===== config.mk =====
export PLATFORM = sky130hd
export DESIGN_NAME = system_x_flat
export DESIGN_NICKNAME = d
export VERILOG_FILES = /design/src/rtl/system_x_pkg.sv /design/src/rtl/system_x_if.sv /design/src/rtl/system_x_cmp2.sv /design/src/rtl/system_x.sv /design/src/flat_wrapper.sv
export SDC_FILE = /design/constraint.sdc
export NUM_CORES = 1
export LEC_CHECK = 0
export BUFFER_PORTS_ARGS = -buffer_cell sky130_fd_sc_hd__buf_4
export CAP_MARGIN = 20
export CELL_PAD_IN_SITES_DETAIL_PLACEMENT = 1
export CELL_PAD_IN_SITES_GLOBAL_PLACEMENT = 1
export CORE_AREA = 2 2 39 41
export DETAILED_ROUTE_END_ITERATION = 10
export DIE_AREA = 0 0 41 43
export GPL_TIMING_DRIVEN = 0
export PLACE_DENSITY = 0.39
export SETUP_SLACK_MARGIN = 0.02
export SLEW_MARGIN = 5
export SYNTH_ARGS = -nofsm -noshare
export SYNTH_HDL_FRONTEND = slang
export SYNTH_HIERARCHICAL = 1
export SYNTH_SLANG_ARGS = --single-unit

===== constraint.sdc =====
create_clock -name clk -period 0.8 [get_ports clk]
set_input_delay 0.16 -clock clk [delete_from_list [all_inputs] [get_ports clk]]
set_output_delay 0.16 -clock clk [all_outputs]
set_load 0.05 [all_outputs]

===== src/rtl/system_x_pkg.sv =====
// Shared types and truth-table masks for the 2-bit magnitude comparator.
// Bit i of each mask is the flag value for table index {A,B,C,D} = i.
package system_x_pkg;

    localparam logic [15:0] GT_MASK = 16'h7310;
    localparam logic [15:0] EQ_MASK = 16'h8421;

    typedef logic [1:0] operand_t;

endpackage


===== src/rtl/system_x_if.sv =====
// Operand/result bundle for system_x.
// y_count exists only when SYSTEMX_STATS_EN is defined.
interface system_x_if;

    logic A;
    logic B;
    logic C;
    logic D;
    logic Y;
    logic eq;
    logic lt;
`ifdef SYSTEMX_STATS_EN
    logic [15:0] y_count;
`endif

    modport master (
        output A, B, C, D,
`ifdef SYSTEMX_STATS_EN
        input  y_count,
`endif
        input  Y, eq, lt
    );

    modport slave (
        input  A, B, C, D,
`ifdef SYSTEMX_STATS_EN
        output y_count,
`endif
        output Y, eq, lt
    );

endinterface


===== src/rtl/system_x_cmp2.sv =====
// Combinational 2-bit unsigned comparator driven by the package truth-table masks.
// Exactly one of gt/eq/lt is high for any known input.
module system_x_cmp2
    import system_x_pkg::*;
(
    input  operand_t x,
    input  operand_t z,
    output logic     gt,
    output logic     eq,
    output logic     lt
);

    logic [3:0] idx;

    assign idx = {x, z};
    assign gt  = GT_MASK[idx];
    assign eq  = EQ_MASK[idx];
    assign lt  = ~(gt | eq);

endmodule


===== src/rtl/system_x.sv =====
// Registered 2-bit magnitude comparator: X={A,B} vs Z={C,D}, one-cycle latency.
// Define SYSTEMX_STATS_EN to add a saturating count of cycles with Y high.
module system_x
    import system_x_pkg::*;
(
    input  logic        clk,
    input  logic        rst,
    system_x_if.slave   bus
);

    logic gt_c;
    logic eq_c;
    logic lt_c;
    logic y_q;
    logic eq_q;
    logic lt_q;

    system_x_cmp2 u_cmp (
        .x  ({bus.A, bus.B}),
        .z  ({bus.C, bus.D}),
        .gt (gt_c),
        .eq (eq_c),
        .lt (lt_c)
    );

    always_ff @(posedge clk or posedge rst) begin
        if (rst) begin
            y_q  <= 1'b0;
            eq_q <= 1'b0;
            lt_q <= 1'b0;
        end else begin
            y_q  <= gt_c;
            eq_q <= eq_c;
            lt_q <= lt_c;
        end
    end

    assign bus.Y  = y_q;
    assign bus.eq = eq_q;
    assign bus.lt = lt_q;

`ifdef SYSTEMX_STATS_EN
    logic [15:0] cnt_q;

    // Counts edges where the registered Y is already high; holds at all-ones.
    always_ff @(posedge clk or posedge rst) begin
        if (rst) begin
            cnt_q <= 16'h0000;
        end else if (y_q && (cnt_q != 16'hFFFF)) begin
            cnt_q <= cnt_q + 16'h0001;
        end
    end

    assign bus.y_count = cnt_q;
`endif

endmodule


===== src/flat_wrapper.sv =====
// flat-port wrapper written by rule: the top's interface ports become plain ports
module system_x_flat import system_x_pkg::*;
  (clk, rst, bus_A, bus_B, bus_C, bus_D, bus_Y, bus_eq, bus_lt);
  system_x_if bus_i ();
  input  logic clk;
  input  logic rst;
  input wire logic [$bits(bus_i.A)-1:0] bus_A;
  input wire logic [$bits(bus_i.B)-1:0] bus_B;
  input wire logic [$bits(bus_i.C)-1:0] bus_C;
  input wire logic [$bits(bus_i.D)-1:0] bus_D;
  output wire logic [$bits(bus_i.Y)-1:0] bus_Y;
  output wire logic [$bits(bus_i.eq)-1:0] bus_eq;
  output wire logic [$bits(bus_i.lt)-1:0] bus_lt;
  assign bus_i.A = bus_A;
  assign bus_i.B = bus_B;
  assign bus_i.C = bus_C;
  assign bus_i.D = bus_D;
  assign bus_Y = bus_i.Y;
  assign bus_eq = bus_i.eq;
  assign bus_lt = bus_i.lt;
  system_x u_core (.clk(clk), .rst(rst), .bus(bus_i));
endmodule

==> results of run 1 <==
==> stage by stage <==
stage / utilization, % / setup TNS (ns) / hold slack [ns]
floorplan: - / 0 / -0.08636
global placement: 16.64 / -0.05063 / 0.03178
detailed placement: 16.64 / -0.07190 / 0.03978
CTS: 20.07 / -0.3553 / 0.2134
global route: 20.07 / -0.3982 / 0.2288
finish: 20.07 / -0.3199 / 0.2199
==> flip-flops by register name, summed over array words and instances (netlist names) <==
signal         count
u_core/bus.eq      1
u_core/bus.lt      1
u_core/bus.Y       1
==> logic make-up after synthesis <==
| kind of cell | synth area share, % |
|---|---|
| and+or+nand+nor | 21.67 |
| xor gates and xnor gates | 5.834 |
| DFF | 50.00 |
| buffers and inverters | 7.499 |
| adders and majority gates | 15.00 |
==> timing repair <==
action / 4_1_cts / 5_1_grt
endpoints found under the setup margin: 3 / 3
endpoints found under the hold margin: 3 / 0
gates resized for setup: 3 / 0
hold buffers: 1 / 0
==> cells in the mapped netlist, drive strengths merged <==
library cell,number
dfrtp,3
inv,3
xor2,1
nor3,1
nor2b,2
maj3,2
==> final cells by class <==
class	instances	area (um^2)	area share, %
clock buffers	4	26.28	9.459
inverters	3	11.26	4.054
multi-input cells	6	63.81	22.97
flip-flops and latches	3	75.07	27.03
well taps	16	20.02	7.207
repair buffers	9	81.33	29.28
==> power by group through the flow <==
| stage | clock network [mW] | logic [mW] | registers, mW |
|---|---|---|---|
| floorplan | 0 | 0.0289 | 0.216 |
| global placement | 0 | 0.123 | 0.170 |
| CTS | 0.285 | 0.138 | 0.171 |
| finish | 0.268 | 0.137 | 0.171 |
| global route | 0.299 | 0.149 | 0.171 |
| detailed placement | 0 | 0.127 | 0.170 |
==> path summary, 6_finish.rpt <==
path	endpoint	slack [ns]	cells after the start
setup / recovery	bus_eq	-0.11	1
min in group asynchronous	u_core/bus.lt	0.36	3
max in group asynchronous	u_core/bus.eq	0.31	3
hold / removal	u_core/bus.lt	0.22	2
==> cell usage in the layout (no fill, tap or decap) <==
| master | count |
|---|---|
| nor2b_4 | 2 |
| buf_6 | 3 |
| dlygate4sd3_1 | 1 |
| clkbuf_4 | 3 |
| clkbuf_1 | 1 |
| nor3_1 | 1 |
| inv_1 | 3 |
| maj3_2 | 2 |
| xor2_1 | 1 |
| dfrtp_1 | 3 |
| buf_4 | 5 |
==> layer usage <==
metal  vias to the layer above  track usage (%)  wire length, um
met4                         0            10.00               14
met2                        11            6.563              149
li1                         61                -                -
met3                         2            1.571               49
met5                         -                0                0
met1                        53            5.466              118
==> flow_summary_export.csv, run 1 <==
group,metric,value,unit
floorplan,die_area,1763,um^2
timing,relSlewSlack,89.66,%
worst_setup_path,crit_path_end_kind,"output pin",
worst_setup_path,required,0.64,ns
grt,antenna_found_initial,0,
clock_tree,h-tree-depth,1,
finish,num-fill-cells,161,
worst_setup_path,crit_family,"flip-flops",
finish,fin_nets,32,
power,power,0.5754,mW
placement,dpl_cell_area,230.2,um^2
detailed_routing,viasPerCell,3.098,
synthesis,synth_top_area_share,50.00,%
grt,grt_use_total,5.622,%
clock_tree,cts_buffer_depth,2,
timing,slew_violations,0,
detailed_routing,vias,127,
timing,period_minus_slack,0.9130,ns
finish,areaGrowthSynthToFinish,85.00,%
synthesis,yosys_warnings,6,
grt,grt_pass1_wl,579,um
placement,port_buffers,8,
clock_tree,cts_setup_buffers,0,
finish,antenna_cells,0,
synthesis,synthTopCellsByArea,"dfrtp_1 (50%), nor2b_4 (18%), maj3_2 (15%)",
power,irDropWorstVdd,0.4390,mV
synthesis,seq_area_frac_synth,50.00,%
placement,placed_cells,36,
outcome,violations,"negative setup slack",
clock_tree,clk_pin_slew,0.04,ns
detailed_routing,drc,0,
synthesis,syn_avg_cell_area,12.51,um^2
synthesis,synth_nets,18,
grt,grt_max_degree,4,
timing,final-hold-violation-count,0,
detailed_routing,drtIter0Drc,0,
power,seqPwrFrac,29.7,%
power,p_leak,0.1421,nW
floorplan,die_height,43,um
worst_setup_path,critPathLaunch,"u_core/bus.eq",
worst_setup_path,cp_slowest_cell,"dfrtp_1",
detailed_routing,post_drt_wl_per_cell,8.098,um
detailed_routing,firstDrtPassIters,1,
clock_tree,cts_sinks,3,
worst_setup_path,worst_setup_path_start_kind,"flop",
clock_tree,clockRootBuffer,"clkbuf_4",
synthesis,ys_types,6,
worst_setup_path,cp.arrival,0.75,ns
timing,fin_crit_sh,114.1,%
clock_tree,cts_tree,"yes",
worst_setup_path,crit_path_max_incr_delay,0.37,ns
placement,dp_slack,-0.04172,ns
synthesis,synthCells,12,
floorplan,start_util,10.85,%
grt,gr-total-overflow,0,
power,p_sw,0.1610,mW
detailed_routing,routed_wirelength,332,um
timing,rsz0062_at_grt,"yes",
floorplan,die_x,41,um
floorplan,io_pins,9,
worst_setup_path,crit_buf_inv,1,
power,netSwitchingFraction,27.97,%
synthesis,synth.ff_latch_count,3,
worst_hold_path,worstHoldPathType,"input pin to flop",
clock_tree,cts_inserted_buffers,3,
placement,gp_routability_congestion,0.5526,
power,power_frac_comb,23.8,%
placement,hpwl,249.6,um
job,drv_cap,0,
floorplan,rows,14,
worst_setup_path,path_max_fanout,1,
outcome,status,"finished, violations left",
timing,finalSetupViolations,3,
floorplan,coreArea,1384,um^2
worst_setup_path,path_cells,"buf_6",
timing,fmax,1095,MHz
timing,tightest_slew,0.1539,ns
finish,drive_above_1_share,60.00,%
synthesis,netlist_area,150.1,um^2
power,power_density,2072,nW/um^2
finish,stdcell_count,41,
synthesis,yosysTopAreaCell,"dfrtp_1",
worst_setup_path,crit_type,"flop to output pin",
worst_hold_path,min_from,"bus_C",
finish,final_cell_area,277.8,um^2
timing,layout_setup_ws,-0.1130,ns
power,internal-power,0.4145,mW
grt,grt_pass1_vias,145,
detailed_routing,ant_nets,0,
power,clkPwrFrac,46.5,%
Power figures use the tool's default switching activity.
==> inputs of run 2 (changes only) <==
ABC_AREA = 1   (was unset)
PLACE_DENSITY = 0.4   (was 0.39)
==> run 2 against run 1 <==
The flow still finishes with violations (negative setup slack). Clock power down 3%. Synthesized cell count up 58%. Area after synthesis down 8.3%. Non-clock buffer count unchanged. Wire length up 0.60%. Sequential share of layout area up 1.3 points. Final cell count up 17%. Critical path type unchanged.
==> flow_summary_export.csv, run 2 <==
group,metric,value,unit
outcome,status,"finished, violations left",
outcome,violations,"negative setup slack",
timing,fin_crit_sh,113.4,%
worst_setup_path,cp.depth,1,
timing,tightest_slew,0.1067,ns
power,power,0.5567,mW
timing,final-hold-violation-count,0,
timing,finalSetupViolations,3,
power,p_leak,0.1644,nW
floorplan,start_util,9.946,%
floorplan,die_area,1763,um^2
grt,grt_pass1_wl,593,um
power,power_frac_comb,22.6,%
clock_tree,cts_buffer_depth,2,
worst_setup_path,path_cells,"buf_6",
worst_setup_path,cp_slowest_cell,"dfrtp_1",
timing,layout_setup_ws,-0.1076,ns
finish,final_cell_area,265.3,um^2
finish,stdcell_count,48,
synthesis,synth.ff_latch_count,3,
floorplan,rows,14,
placement,port_buffers,8,
worst_setup_path,crit_path_end_kind,"output pin",
synthesis,synth_edf_count,0,
power,irDropWorstVdd,0.3603,mV
synthesis,synthTopCellsByArea,"dfrtp_1 (55%), inv_1 (19%), nand2_1 (16%)",
grt,grt_pass1_vias,164,
worst_hold_path,min_from,"bus_D",
detailed_routing,firstDrtPassIters,4,
clock_tree,h-tree-depth,1,
floorplan,die_x,41,um
clock_tree,clockRootBuffer,"clkbuf_4",
finish,final_common_cell,"inv_1",
detailed_routing,routed_wirelength,334,um
worst_setup_path,worst_setup_path_start_kind,"flop",
clock_tree,cts_setup_buffers,0,
synthesis,seq_area_frac_synth,54.55,%
synthesis,ys.flop_type,"dfrtp_1",
timing,relSlewSlack,92.87,%
timing,rsz0062_at_grt,"yes",
synthesis,yosys_warnings,6,
worst_setup_path,path_max_fanout,1,
placement,gp_routability_congestion,0.6350,
finish,drive_above_1_share,34.38,%
detailed_routing,ant_nets,0,
grt,grt_use_total,5.634,%
worst_setup_path,required,0.64,ns
synthesis,postSynth.asyncResetShare,100.0,%
timing,setup-tns-final,-0.3087,ns
power,seqPwrFrac,30.6,%
clock_tree,cts_tree,"yes",
timing,period_minus_slack,0.9076,ns
floorplan,coreArea,1384,um^2
worst_hold_path,worstHoldPathType,"input pin to flop",
worst_setup_path,crit_path_max_incr_delay,0.37,ns
power,internal-power,0.4034,mW
detailed_routing,post_drt_wl_per_cell,6.958,um
job,drv_cap,0,
finish,fin_nets,39,
timing,fmax,1102,MHz
grt,grt_max_degree,4,
power,netSwitchingFraction,27.52,%
synthesis,synth_nets,25,
power,clkPwrFrac,46.7,%
worst_hold_path,hold_depth,4,
clock_tree,clk_pin_slew,0.04,ns
clock_tree,cts_sinks,3,
detailed_routing,viasPerCell,3.125,
floorplan,io_pins,9,
placement,placed_cells,43,
finish,antenna_cells,0,
worst_setup_path,crit_family,"flip-flops",
synthesis,netlist_area,137.6,um^2
power,p_sw,0.1532,mW
detailed_routing,drtIter0Drc,2,
timing,holdWs,0.2146,ns
placement,dpl_cell_area,217.7,um^2
synthesis,synthCells,19,
synthesis,syn_avg_cell_area,7.244,um^2
synthesis,synth_most_common_cell,"inv_1",
synthesis,ys_types,5,
floorplan,die_height,43,um
detailed_routing,drc,0,
finish,areaGrowthSynthToFinish,92.73,%
power,power_density,2099,nW/um^2
grt,gr-total-overflow,0,
finish,layout_common_cells,"inv_1 (7), nand2_1 (6), buf_4 (5)",
synthesis,yosysTopAreaCell,"dfrtp_1",
detailed_routing,vias,150,
clock_tree,cts_inserted_buffers,3,
timing,slew_violations,0,
worst_setup_path,cp.arrival,0.75,ns
worst_hold_path,holdPathEnd,"u_core/bus.Y",
worst_setup_path,crit_buf_inv,1,
worst_setup_path,crit_type,"flop to output pin",
grt,antenna_found_initial,0,
synthesis,synth_top_area_share,54.55,%
synthesis,yosys-top-cells-count,"inv_1 (7), nand2_1 (6), dfrtp_1 (3)",
==> run 2: changes by cell type in the layout (fill, tap and decap cells not counted) <==
| cell | before | now |
|---|---|---|
| nand2_1 | 0 | 6 |
| inv_1 | 3 | 7 |
| a21oi_1 | 0 | 2 |
| maj3_2 | 2 | 0 |
| nor2b_4 | 2 | 0 |
| nor2_1 | 0 | 1 |
| nor3_1 | 1 | 0 |
| xor2_1 | 1 | 0 |
==> run 2: worst max path at each step <==
stage                     slack, ns  endpoint     startpoint
final                         -0.11    bus_lt  u_core/bus.lt
after global placement         0.12     bus_Y   u_core/bus.Y
after floorplan                0.05     bus_Y   u_core/bus.Y
after CTS                     -0.12    bus_lt  u_core/bus.lt
after global routing          -0.13     bus_Y   u_core/bus.Y
after detailed placement       0.11    bus_lt  u_core/bus.lt
==> run 2: cell families (layout without fill, tap and decap cells) <==
family | Yosys count | count (layout) | share of synthesized area, %
AND/OR/NAND/NOR | 7 | 7 | 19.09
AO/OA/AOI/OAI | 2 | 2 | 7.273
buffers and inverters | 7 | 20 | 19.09
flip-flops | 3 | 3 | 54.54
==> run 2: layer usage <==
layer / track usage [%] / vias to the layer above / part of all wire (%)
met5: 0 / - / 0
met4: 8.000 / 0 / 0
met3: 3.141 / 0 / 15
met2: 7.500 / 9 / 48
met1: 4.531 / 64 / 37
li1: - / 77 / -
==> run 2: metrics by stage <==
step / setup slack (ns) / util [%]
after floorplan: 0.05405 / -
after global placement: 0.1203 / 15.73
after detailed placement: 0.1106 / 15.73
after CTS: -0.1202 / 19.17
after global routing: -0.1341 / 19.17
final: -0.1076 / 19.17
==> run 2: area by class of cell <==
class / instances / area, um^2
Clock buffer: 4 / 26.28
Fill cell: 167 / 1119
Inverter: 7 / 26.28
Multi-Input combinational cell: 9 / 36.28
Sequential cell: 3 / 75.07
Tap cell: 16 / 20.02
Timing Repair Buffer: 9 / 81.33
==> run 2: tightest hold or removal path, stage by stage <==
cell	delay, ns
buf_4	0.08
inv_1	0.03
nand2_1	0.07
a21oi_1	0.06
==> run 2: power by group through the flow <==
stage | combinational, mW | sequential (mW) | clock (mW)
6_report | 0.126 | 0.170 | 0.260
3_5_place_dp | 0.116 | 0.170 | 0
3_3_place_gp | 0.112 | 0.169 | 0
2_1_floorplan | 0.0234 | 0.215 | 0
4_1_cts | 0.127 | 0.171 | 0.277
5_1_grt | 0.138 | 0.171 | 0.297
==> run 2: what timing repair did <==
action | 4_1_cts | 5_1_grt
endpoints found under the hold margin | 3 | 0
cloned | 0 | 0
gates resized for setup | 3 | 0
hold buffers | 1 | 0
setup endpoints to repair | 3 | 3
